### src/rtl/multicycle_pkg.sv
// Shared definitions for the multicycle RV32I controller: state encodings,
// ALUOp/ALUControl codes, opcodes and datapath mux-select codes.
package multicycle_pkg;

  localparam int STATE_W = 4;

  typedef enum logic [STATE_W-1:0] {
    S_FETCH    = 4'd0,
    S_DECODE   = 4'd1,
    S_MEMADR   = 4'd2,
    S_MEMREAD  = 4'd3,
    S_MEMWB    = 4'd4,
    S_MEMWRITE = 4'd5,
    S_EXECR    = 4'd6,
    S_ALUWB    = 4'd7,
    S_EXECI    = 4'd8,
    S_JAL      = 4'd9,
    S_BEQ      = 4'd10
  } state_t;

  typedef enum logic [1:0] {
    ALUOP_ADD   = 2'b00,
    ALUOP_SUB   = 2'b01,
    ALUOP_FUNCT = 2'b10
  } alu_op_t;

  localparam logic [2:0] ALU_ADD = 3'b000;
  localparam logic [2:0] ALU_SUB = 3'b001;
  localparam logic [2:0] ALU_AND = 3'b010;
  localparam logic [2:0] ALU_OR  = 3'b011;
  localparam logic [2:0] ALU_SLT = 3'b101;

  localparam logic [6:0] OP_LW    = 7'b0000011;
  localparam logic [6:0] OP_SW    = 7'b0100011;
  localparam logic [6:0] OP_RTYPE = 7'b0110011;
  localparam logic [6:0] OP_ITYPE = 7'b0010011;
  localparam logic [6:0] OP_JAL   = 7'b1101111;
  localparam logic [6:0] OP_BEQ   = 7'b1100011;

  localparam logic       ADR_PC     = 1'b0;
  localparam logic       ADR_ALUOUT = 1'b1;
  localparam logic [1:0] RES_ALUOUT = 2'b00;
  localparam logic [1:0] RES_DATA   = 2'b01;
  localparam logic [1:0] RES_ALURES = 2'b10;
  localparam logic [1:0] SRCA_PC    = 2'b00;
  localparam logic [1:0] SRCA_OLDPC = 2'b01;
  localparam logic [1:0] SRCA_RD1   = 2'b10;
  localparam logic [1:0] SRCB_RD2   = 2'b00;
  localparam logic [1:0] SRCB_IMM   = 2'b01;
  localparam logic [1:0] SRCB_FOUR  = 2'b10;
  localparam logic [1:0] IMM_I      = 2'b00;
  localparam logic [1:0] IMM_S      = 2'b01;
  localparam logic [1:0] IMM_B      = 2'b10;
  localparam logic [1:0] IMM_J      = 2'b11;

  function automatic logic [1:0] imm_src_of(input logic [6:0] op);
    case (op)
      OP_SW:   return IMM_S;
      OP_BEQ:  return IMM_B;
      OP_JAL:  return IMM_J;
      default: return IMM_I;
    endcase
  endfunction

  function automatic logic op_supported(input logic [6:0] op);
    return (op == OP_LW) || (op == OP_SW) || (op == OP_RTYPE) ||
           (op == OP_ITYPE) || (op == OP_JAL) || (op == OP_BEQ);
  endfunction

endpackage

### src/rtl/multicycle_controller_alu_dec.sv
// ALU decoder: maps ALUOp plus instruction funct fields to an ALUControl code.
module multicycle_controller_alu_dec
  import multicycle_pkg::*;
(
  input  logic [1:0] alu_op,
  input  logic [2:0] funct3,
  input  logic       op5,
  input  logic       funct7_5,
  output logic [2:0] alu_control
);

  always_comb begin
    alu_control = ALU_ADD;
    case (alu_op)
      ALUOP_SUB: alu_control = ALU_SUB;
      ALUOP_FUNCT: begin
        case (funct3)
          // Only R-type (op5=1) with funct7_5 selects sub; addi ignores IR[30].
          3'b000:  alu_control = (op5 & funct7_5) ? ALU_SUB : ALU_ADD;
          3'b010:  alu_control = ALU_SLT;
          3'b110:  alu_control = ALU_OR;
          3'b111:  alu_control = ALU_AND;
          default: alu_control = ALU_ADD;
        endcase
      end
      default: alu_control = ALU_ADD;
    endcase
  end

endmodule

### src/rtl/multicycle_controller.sv
// Moore FSM sequencing the multicycle RV32I datapath (lw, sw, R, I, beq, jal).
// Define MC_MEM_WAIT_EN to stall FETCH/MEMREAD/MEMWRITE on MemReady.
module multicycle_controller
  import multicycle_pkg::*;
(
  input  logic       clk,
  input  logic       reset,
  input  logic [6:0] op,
  input  logic [2:0] funct3,
  input  logic       funct7_5,
  input  logic       zero,
  input  logic       MemReady,
  output logic       PCWrite,
  output logic       AdrSrc,
  output logic       MemWrite,
  output logic       IRWrite,
  output logic [1:0] ResultSrc,
  output logic [1:0] ALUSrcA,
  output logic [1:0] ALUSrcB,
  output logic [2:0] ALUControl,
  output logic [1:0] ImmSrc,
  output logic       RegWrite,
  output logic       IllegalInstr,
  output logic       InstrDone
);

  state_t  state_reg, state_next;
  alu_op_t alu_op;
  logic    pc_update;
  logic    branch;
  logic    mem_ready;

`ifdef MC_MEM_WAIT_EN
  assign mem_ready = MemReady;
`else
  logic unused_mem_ready;
  assign mem_ready        = 1'b1;
  assign unused_mem_ready = MemReady;
`endif

  always_ff @(posedge clk) begin
    if (reset) state_reg <= S_FETCH;
    else       state_reg <= state_next;
  end

  always_comb begin
    state_next = S_FETCH;
    case (state_reg)
      S_FETCH:  state_next = mem_ready ? S_DECODE : S_FETCH;
      S_DECODE: begin
        case (op)
          OP_LW, OP_SW: state_next = S_MEMADR;
          OP_RTYPE:     state_next = S_EXECR;
          OP_ITYPE:     state_next = S_EXECI;
          OP_JAL:       state_next = S_JAL;
          OP_BEQ:       state_next = S_BEQ;
          default:      state_next = S_FETCH;
        endcase
      end
      S_MEMADR:   state_next = (op == OP_SW) ? S_MEMWRITE : S_MEMREAD;
      S_MEMREAD:  state_next = mem_ready ? S_MEMWB : S_MEMREAD;
      S_MEMWRITE: state_next = mem_ready ? S_FETCH : S_MEMWRITE;
      S_EXECR, S_EXECI, S_JAL: state_next = S_ALUWB;
      default:    state_next = S_FETCH;
    endcase
  end

  always_comb begin
    AdrSrc       = ADR_PC;
    MemWrite     = 1'b0;
    IRWrite      = 1'b0;
    ResultSrc    = RES_ALUOUT;
    ALUSrcA      = SRCA_PC;
    ALUSrcB      = SRCB_RD2;
    RegWrite     = 1'b0;
    IllegalInstr = 1'b0;
    InstrDone    = 1'b0;
    alu_op       = ALUOP_ADD;
    pc_update    = 1'b0;
    branch       = 1'b0;
    if (!reset) begin
      case (state_reg)
        S_FETCH: begin
          IRWrite   = mem_ready;
          pc_update = mem_ready;
          ALUSrcB   = SRCB_FOUR;
          ResultSrc = RES_ALURES;
        end
        S_DECODE: begin
          // Precompute the branch target into ALUOut.
          ALUSrcA      = SRCA_OLDPC;
          ALUSrcB      = SRCB_IMM;
          IllegalInstr = !op_supported(op);
        end
        S_MEMADR: begin
          ALUSrcA = SRCA_RD1;
          ALUSrcB = SRCB_IMM;
        end
        S_MEMREAD: AdrSrc = ADR_ALUOUT;
        S_MEMWB: begin
          ResultSrc = RES_DATA;
          RegWrite  = 1'b1;
          InstrDone = 1'b1;
        end
        S_MEMWRITE: begin
          AdrSrc    = ADR_ALUOUT;
          MemWrite  = 1'b1;
          InstrDone = mem_ready;
        end
        S_EXECR: begin
          ALUSrcA = SRCA_RD1;
          ALUSrcB = SRCB_RD2;
          alu_op  = ALUOP_FUNCT;
        end
        S_EXECI: begin
          ALUSrcA = SRCA_RD1;
          ALUSrcB = SRCB_IMM;
          alu_op  = ALUOP_FUNCT;
        end
        S_ALUWB: begin
          ResultSrc = RES_ALUOUT;
          RegWrite  = 1'b1;
          InstrDone = 1'b1;
        end
        S_BEQ: begin
          ALUSrcA   = SRCA_RD1;
          ALUSrcB   = SRCB_RD2;
          alu_op    = ALUOP_SUB;
          ResultSrc = RES_ALUOUT;
          branch    = 1'b1;
          InstrDone = 1'b1;
        end
        S_JAL: begin
          ALUSrcA   = SRCA_OLDPC;
          ALUSrcB   = SRCB_FOUR;
          ResultSrc = RES_ALUOUT;
          pc_update = 1'b1;
        end
        default: ;
      endcase
    end
    PCWrite = pc_update | (branch & zero);
  end

  assign ImmSrc = reset ? IMM_I : imm_src_of(op);

  multicycle_controller_alu_dec u_alu_dec (
    .alu_op      (alu_op),
    .funct3      (funct3),
    .op5         (op[5]),
    .funct7_5    (funct7_5),
    .alu_control (ALUControl)
  );

endmodule
### config.mk
export PLATFORM = sky130hd
export DESIGN_NAME = multicycle_controller
export DESIGN_NICKNAME = d
export VERILOG_FILES = /design/src/rtl/multicycle_pkg.sv /design/src/rtl/multicycle_controller_alu_dec.sv /design/src/rtl/multicycle_controller.sv
export SDC_FILE = /design/constraint.sdc
export NUM_CORES = 1
export LEC_CHECK = 0
export CAP_MARGIN = 20
export CORE_MARGIN = 1
export CORE_UTILIZATION = 42
export DETAILED_ROUTE_END_ITERATION = 8
export GPL_TIMING_DRIVEN = 1
export HOLD_SLACK_MARGIN = 0.02
export PLACE_DENSITY = 0.88
export SLEW_MARGIN = 20
export SYNTH_ARGS = -nofsm -noshare
export SYNTH_HDL_FRONTEND = slang
export SYNTH_SLANG_ARGS = --single-unit
### constraint.sdc
create_clock -name clk -period 4.64 [get_ports clk]
set_clock_uncertainty 0.05 [all_clocks]
set_input_delay 0.928 -clock clk [delete_from_list [all_inputs] [get_ports clk]]
set_output_delay 0.928 -clock clk [all_outputs]
set_load 0.005 [all_outputs]
After elaboration in Yosys (flattened, before gate mapping)
Cells that the tools add are included.
{ "totals": {"register_bits": 4, "in_bits": 15, "output_inout_bits": 18, "wordCells": 75} }
{ "classes": {"n_eq_ne": 21, "mux": 32, "bitwise_logic": 3, "n_reduce_logical": 18} }
{ "op_table": {"columns": ["cell", "n"], "rows": [
  ["4-bit case mux with 5 select lines", 2],
  ["1-bit 2-to-1 mux", 17],
  ["4-bit by 3-bit == test with 1-bit output (second input constant)", 4],
  ["2-bit case mux with 2 select lines", 4],
  ["7-bit by 6-bit == test with 1-bit output (second input constant)", 2],
  ["7-bit == test (second input constant)", 2],
  ["4-bit == test (second input constant)", 3],
  ["3-bit case mux with 4 select lines", 1],
  ["2-bit OR reduction", 6],
  ["2-bit 2-to-1 mux", 5],
  ["4-bit by 2-bit == test with 1-bit output (second input constant)", 2],
  ["4-bit OR reduction", 2],
  ["7-bit by 2-bit == test with 1-bit output (second input constant)", 1],
  ["7-bit by 5-bit == test with 1-bit output (second input constant)", 1],
  ["3-bit == test (second input constant)", 2],
  ["2-bit case mux with 3 select lines", 1],
  ["3-bit case mux with 2 select lines", 1],
  ["3-bit OR reduction", 2],
  ["1-bit logical OR", 5],
  ["4-bit by 1-bit == test with 1-bit output (second input constant)", 1],
  ["4-bit zero test", 1],
  ["3-bit by 2-bit == test with 1-bit output (second input constant)", 1],
  ["3-bit zero test", 1],
  ["3-bit 2-to-1 mux", 1],
  ["other kinds (5)", 6]
]} }

Depth between registers and ports, before layout
Gate-level depths: netlist of run 1.
{ "logic_depth": {"ltp_word": 9, "depth_mapped": 8, "ltp_nobuf": 7} }

Cells and area by module
Synthesis of run 1 repeated with hierarchy kept, for this count alone.
{ "hier_totals": {"hier_cells": 89, "hier_area_um2": 626.9} }
{ "modules_own_cells": {"columns": ["mod", "instances", "cells_each", "area_per_inst_um2", "seq_area_each_um2"], "rows": [
  ["multicycle_controller", 1, 78, 530.5, 80.1],
  ["multicycle_controller_alu_dec", 1, 11, 96.3, 0.0]
]} }

Worst setup path after synthesis of run 1
No wires, ideal clock.
{ "synth_timing": {"kind": "in2out", "start": "input port reset", "end": "output port ALUControl[1]", "arrival_time_ns": 1.790, "required_ns": 3.662, "path_slack_ns": 1.872, "stages": 4, "path_buffers": 1, "cell_sequence": "clkbuf_1 > nor3_1 > ha_1 > nor3b_1"} }
{ "synth_between": {"elab_chain_len": 3, "word_cells_on_any_way": 4, "classes_between": "eq/ne (2); mux (2)"} }
{ "synth_rtl": {"columns": ["item", "line", "source"], "rows": [
  ["from (decl)", "multicycle_controller.sv:7", "input logic reset,"],
  ["2-bit 2-to-1 mux *", "multicycle_controller.sv:81", "if (!reset) begin"],
  ["2-bit == test or 2-bit by 1-bit == test with 1-bit output (tied branches)", "multicycle_controller_alu_dec.sv:14", "case (alu_op)"],
  ["3-bit case mux with 2 select lines *", "multicycle_controller_alu_dec.sv:14", null],
  ["to (decl)", "multicycle_controller.sv:20", "output logic [2:0] ALUControl,"]
]} }
Every way passes the cells marked *; elsewhere a longest branch is shown, timed or not.

Worst setup path after layout of run 1
Ends and elaborated chain as after synthesis.

==> results of run 1 <==
## cell families (layout without fill, tap and decap cells)
family          count (synthesis)  after routing
simple gates                   49             49
compound gates                 18             18
buf+inv                        10             39
flops                           4              4
mux                             3              3
fa+ha+maj                       2              2
xor+xnor                        2              2
## worst paths after layout
| path | cells after the start | slack (ns) | to | from |
|---|---|---|---|---|
| max | 6 | 0.93 | ALUControl[1] | reset |
| min | 2 | 0.64 | state_reg[0] | state_reg[3] |
| max reg2reg | 4 | 3.19 | state_reg[2] | state_reg[1] |
| min reg2reg | 2 | 0.64 | state_reg[0] | state_reg[3] |
## synth_stat cells
cell type	n
a2111oi_2	1
a21boi_1	1
a21o_1	1
a21oi_1	5
a221o_1	1
a311oi_1	1
a31oi_1	1
and2_1	1
and2b_1	2
and3_1	1
and3b_1	1
buf_2	2
buf_4	1
buf_6	2
clkbuf_1	1
dfxtp_1	4
ha_1	2
inv_1	3
inv_2	1
mux2i_1	3
nand2_1	7
nand2b_1	3
nand2b_2	1
nand2b_4	2
nand3_1	3
nand4bb_4	1
nor2_1	10
nor2_2	1
nor3_1	6
nor3_2	1
nor3b_1	2
nor4_1	2
nor4b_1	2
nor4b_2	2
o21a_1	3
o21ai_0	1
o21bai_1	1
o2bb2ai_1	1
o31ai_1	1
or3_1	1
xnor2_1	2
## power by group
part | switching, mW | internal (mW) | total [mW] | leakage, nW
sequential | 0.00388 | 0.0356 | 0.0395 | 0.0326
combinational | 0.0185 | 0.0297 | 0.0482 | 0.303
clock | 0.0150 | 0.0290 | 0.0439 | 0.0138
total | 0.0373 | 0.0943 | 0.132 | 0.349
## through the flow
step                cells  setup slack [ns]  total power, mW  utilization, %  hold slack [ns]
floorplan              88             1.872          0.06251               -           0.5560
global placement      130            0.9600          0.08706           64.62           0.6183
detailed placement    130            0.9293          0.08832           64.62           0.6256
CTS                   133            0.9187           0.1318           66.13           0.6314
global route          133            0.7981           0.1389           66.13           0.6739
finish                133            0.9317           0.1316           66.13           0.6368
## worst max-delay path: cells and delay by family
| family | cells | cell delay (ns) |
|---|---|---|
| and+or+nand+nor | 3 | 0.46 |
| adders and majority gates | 1 | 0.36 |
| buffers and inverters | 2 | 0.99 |
## per-layer routing
| metal | share of wire, % | GRT usage [%] |
|---|---|---|
| met3 | 6.0 | 4.348 |
| met5 | 0 | 0 |
| met4 | 0.54 | 5.806 |
| met1 | 42 | 23.06 |
| met2 | 51 | 35.00 |
## cell type report
class                           instances  share of cell area, %
Timing Repair Buffer                   32                  32.27
Sequential cell                         4                  8.132
Clock buffer                            3                  2.287
Multi-Input combinational cell         74                  53.75
Tap cell                               16                  2.033
Inverter                                4                  1.525
==> results by group, run 1 <==
Placed design
  – Gp weighted congestion: around 0.76
  – HPWL after detailed placement: between 1000 and 1500 um
  – PortBufs: 31
  – Dpl cell area: 962.2 um2

STA
  – Max-slew violation count: 0
  – Final Hold Viols: 0
  – Final min period: between 3 and 4 ns
  – Worst Max-Slew Pin Slew: 0.5541 ns
  – Tcrit/Tclk final: 79.92%
  – RSZ-0062 raised after global routing: false
  – Slew Limit Headroom: about 63%
  – F_max: 269.7 MHz
  – Setup_tns: 0 ns
  – Setup violators final: 0

Logic synthesis
  – Top post-synthesis cells by area: dfxtp_1, nor2_1, mux2i_1
  – Register area share after synthesis: 11.99%
  – Simple-gate share of the synthesized area: between 40% and 50%
  – Synthesized area per cell: 7.593 um2
  – Post-synthesis xor/xnor area fraction: 2.622%
  – Syn nets: ~110
  – Post-synthesis adder-cell area fraction: around 3.7%
  – Main combinational cell family by area after synthesis: simple AND/OR/NAND/NOR gates
  – Area share of the leading cell type in the synthesized netlist: 11.99%
  – Cells after synthesis: 88
  – Cell area after synthesis: 668.1 um2
  – Post-synth cell types: 41
  – Seq cells post-synth: 4
  – Post-synthesis mux area share: 4.494%
  – Ys Warns: 0
  – Yosys top cell by area: dfxtp_1
  – Complex-gate fraction of the synthesized area: between 10% and 20%

Global routing
  – Vias in the first global route: 630
  – Largest net degree at the start of global routing: 16
  – First-pass GRT wire length: 2718 um
  – Total track usage: 19.58%
  – Gr ovfl total: 0
  – Antenna violations before repair: 0

Finish
  – Footprint of the multi-input gates: 529.3 um2
  – Number of fill cells: 130
  – Most frequent cells in the layout: clkdlybuf4s50_1, nor2_1, nand2_1
  – FF+latch area: 80.08 um2
  – Nets@finish: 136
  – Layout Area Growth over Synthesis: 47.38%
  – Most common cell after layout, fill and taps aside: clkdlybuf4s50_1
  – Post-route cell area: 984.7 um2
  – Largest register FFs: 4
  – Fraction of layout cells with a size suffix above 1: a little under an eighth
  – Diodes inserted: 0

Worst setup path
  – CP max-delay cell: clkdlybuf4s50_1
  – CP dominant cell by count: clkdlybuf4s50_1
  – Crit path capture type: output pin
  – Crit Path Max Fanout: 3
  – CP peak stage delay: approximately 0.53 ns
  – Worst Path Required: 3.66 ns
  – Critical path cell sequence: clkdlybuf4s50_1 -> nor2_1 -> nand3_1 -> ha_1 -> nor3b_1 -> clkdlybuf4s50_1
  – CP arrival: around 2.7 ns
  – Worst Setup Start Kind: primary input
  – CP Class: in -> out

Run
  – Maxcap violations: 0

Floorplan
  – Ports: 33
  – Area of the die: 1754 um2
  – Die span in x: 41.89 um
  – Starting density of the core: approximately 45%
  – Rows: 14
  – Core area: 1489 um2
  – Die Y: 41.89 um

Routing
  – WL final: roughly 1700 um
  – Via count: 755
  – Iter 0 DRT Violations: 27
  – DRT Pass-1 Iters: 4
  – Routed Antenna Nets: 0
  – # DRC: 0
  – Vias per cell: 5.677
  – Wire per inst: ~12 um

Clock tree
  – Reg clk slew, reported paths: 0.03 ns
  – Root Buffer: clkbuf_4
  – Clk sinks: 4
  – CTS tree: built
  – Post-CTS setup buffer count: 0
  – H-Tree Depth: 1
  – Num CTS Buffers: 3
  – Resized cells post-CTS: 0
  – Clock latency on the worst-skew pair: 0.24 ns
  – CTS Buffer Depth: 2
  – Cts-stage hold buffer count: 0

Power
  – PD cells: approximately 130 nW/um2
  – Lkg Pwr: 0.3494 nW
  – VDD IR max: slightly below 100 uV

Worst hold path
  – Hold crit path type: reg -> reg

Status
  – Run status: finished clean
No activity file was read; power rests on OpenSTA's default activity.
==> run 2, diff against run 1 <==
Settings changed: CORE_UTILIZATION 42 to 39, PLACE_DENSITY 0.88 to 0.83.
Clock period 4.64 ns to 3.84 ns, I/O delays scaled along.
==> run 2 against run 1 <==
Effect of this change:
- the flow now finishes with violations (design-rule violations)
- largest cell class unchanged
- count of clock-buffer cells in the layout unchanged
- sequential power up 21%
- setup slack worse by 0.60 ns
- non-clock buffer count unchanged
- wire length down 6.8%
- sequential share of layout area unchanged
- clock power up 15%
- largest power group unchanged
- die area up 7.3%
- critical path depth unchanged
- cell count unchanged
- first-iteration DRC count down 11%
- global-route usage down 1.5 points
==> results by group, run 2 (synthesized netlist as in run 1, its figures left out) <==
Global routing
  – Total track usage: 18.08% (-1.5 points)
  – First-pass GRT wire length: 2684 um (-1.3%)
  – Gr ovfl total: 0 (unchanged)
  – Largest net degree at the start of global routing: 16 (unchanged)
  – Antenna violations before repair: 0 (unchanged)
  – Vias in the first global route: 659 (+4.6%)

Finish
  – Layout Area Growth over Synthesis: 47.38% (unchanged)
  – Most common cell after layout, fill and taps aside: clkdlybuf4s50_1
  – Nets@finish: 136 (unchanged)
  – Fraction of layout cells with a size suffix above 1: 11.97% (unchanged)
  – Largest register FFs: 4 (unchanged)
  – Most frequent cells in the layout: clkdlybuf4s50_1, nor2_1, nand2_1
  – Layout Cells excl Fill: 133 (unchanged)
  – Diodes inserted: 0 (unchanged)

Routing
  – Iter 0 DRT Violations: 24 (-11%)
  – Via count: 744 (-1.5%)
  – WL final: 1541 um (-6.8%)
  – Routed Antenna Nets: 0 (unchanged)
  – Wire per inst: 11.59 um (-6.8%)
  – Vias per cell: 5.594 (-1.5%)
  – DRT Pass-1 Iters: 7 (+3)
  – # DRC: 6 (+6)

STA
  – Final Hold Viols: 0 (unchanged)
  – Final min period: 3.506 ns
  – F_max: 285.2 MHz
  – Tcrit/Tclk final: 91.31%
  – Worst Max-Slew Pin Slew: 0.5559 ns (+0.001796 ns)
  – Max-slew violation count: 0 (unchanged)
  – Setup_tns: 0 ns (unchanged)
  – RSZ-0062 raised after global routing: false
  – Slew Limit Headroom: 62.89% (-0.12 points)
  – Setup violators final: 0 (unchanged)

Worst hold path
  – Hold Path Cell Cnt: 2 (unchanged)
  – Hold crit path type: reg -> reg

Worst setup path
  – Crit Path Max Fanout: 6 (+3)
  – Worst Path Required: 3.02 ns (-0.64 ns)
  – Critical path cell sequence: clkdlybuf4s50_1 -> nor2_1 -> nand3_1 -> ha_1 -> nor3b_1 -> clkdlybuf4s50_1
  – Crit path capture type: output pin
  – CP max-delay cell: clkdlybuf4s50_1
  – Reg2reg path depth: 4 (unchanged)
  – CP peak stage delay: 0.54 ns (about the same)
  – CP arrival: 2.69 ns (-0.04 ns)
  – CP Class: in -> out
  – Worst Setup Start Kind: primary input
  – CP dominant cell by count: clkdlybuf4s50_1

Clock tree
  – Reg clk slew, reported paths: 0.04 ns (about the same)
  – Root Buffer: clkbuf_4
  – Clk sinks: 4 (unchanged)
  – Clock latency on the worst-skew pair: 0.23 ns (about the same)
  – CTS tree: built
  – Num CTS Buffers: 3 (unchanged)
  – CTS Buffer Depth: 2 (unchanged)
  – Post-CTS setup buffer count: 0 (unchanged)
  – Resized cells post-CTS: 0 (unchanged)
  – Cts-stage hold buffer count: 0 (unchanged)
  – H-Tree Depth: 1 (unchanged)

Placed design
  – Gp weighted congestion: 0.7916 (+3.5%)
  – Placed Cells: 130 (unchanged)
  – PortBufs: 31 (unchanged)
  – HPWL after detailed placement: 1236 um (-5.2%)

Floorplan
  – Area of the die: 1883 um2 (+7.3%)
  – Die span in x: 43.39 um (+3.6%)
  – Starting density of the core: 42.86% (-2.0 points)
  – Die Y: 43.39 um (+3.6%)
  – Core area: 1559 um2 (+4.7%)
  – Rows: 14 (unchanged)
  – Ports: 33 (unchanged)

Power
  – VDD IR max: 142.0 uV (+46%)
  – Lkg Pwr: 0.3494 nW (unchanged)
  – PD cells: 158.7 nW/um2 (+19%)

Run
  – Maxcap violations: 0 (unchanged)

Status
  – Failing checks: design-rule violations
  – Run status: complete, but fails checks
run 2: cell counts in the layout (fill, tap and decap cells not counted):
Identical to the previous run, type by type.
run 2: metal layers:
layer / GRT usage [%] / up-vias / routed length, um
li1: - / 378 / -
met1: 24.04 / 337 / 720
met2: 30.00 / 29 / 718
met3: 4.167 / 0 / 102
met4: 3.750 / 0 / 0
met5: 0 / - / 0
run 2: final cells by class:
| type | count | area (um2) |
|---|---|---|
| timing repair buffer | 32 | 317.8 |
| tap | 16 | 20.02 |
| sequential | 4 | 80.08 |
| multi-input combinational | 74 | 529.3 |
| clock buffer | 3 | 22.52 |
| inverter | 4 | 15.01 |
| fill | 141 | 574.3 |
run 2: where the power goes:
part	total [mW]	internal (mW)	switching (mW)	leakage, nW
logic	0.0580	0.0359	0.0221	0.303
clock network	0.0505	0.0348	0.0157	0.0138
registers	0.0477	0.0430	0.00469	0.0326
total	0.156	0.114	0.0424	0.349
run 2: worst paths after layout:
| kind | from | endpoint | slack [ns] |
|---|---|---|---|
| worst max-delay path | reset | ALUControl[1] | 0.33 |
| worst min-delay path | state_reg[3] | state_reg[0] | 0.63 |
| worst max register to register | state_reg[1] | state_reg[2] | 2.41 |
| worst min register to register | state_reg[3] | state_reg[0] | 0.63 |
run 2: per-stage QoR:
stage               worst slack, ns  area, um2  util [%]  hold slack, ns  total power [mW]
detailed placement           0.3502      962.2     61.72          0.6309            0.1063
finish                       0.3335      984.7     63.16          0.6349            0.1563
floorplan                     1.392      668.1         -          0.5560           0.07553
global route                 0.2261      984.7     63.16          0.7051            0.1690
CTS                          0.3395      984.7     63.16          0.6309            0.1588
global placement             0.4037      962.2     61.72          0.6190            0.1053
run 2: worst max-delay path, delay by kind of cell:
kind / cells / cell delay, ns
adder cells (fa/ha/maj): 1 / 0.36
AND/OR/NAND/NOR: 3 / 0.50
buffers and inverters: 2 / 1.05
==> run 3, diff against run 2 <==
Settings changed: CTS_CLUSTER_SIZE set to 10.
==> results of run 3 <==
Final layout, timing and power as in run 2 (identical DEF).
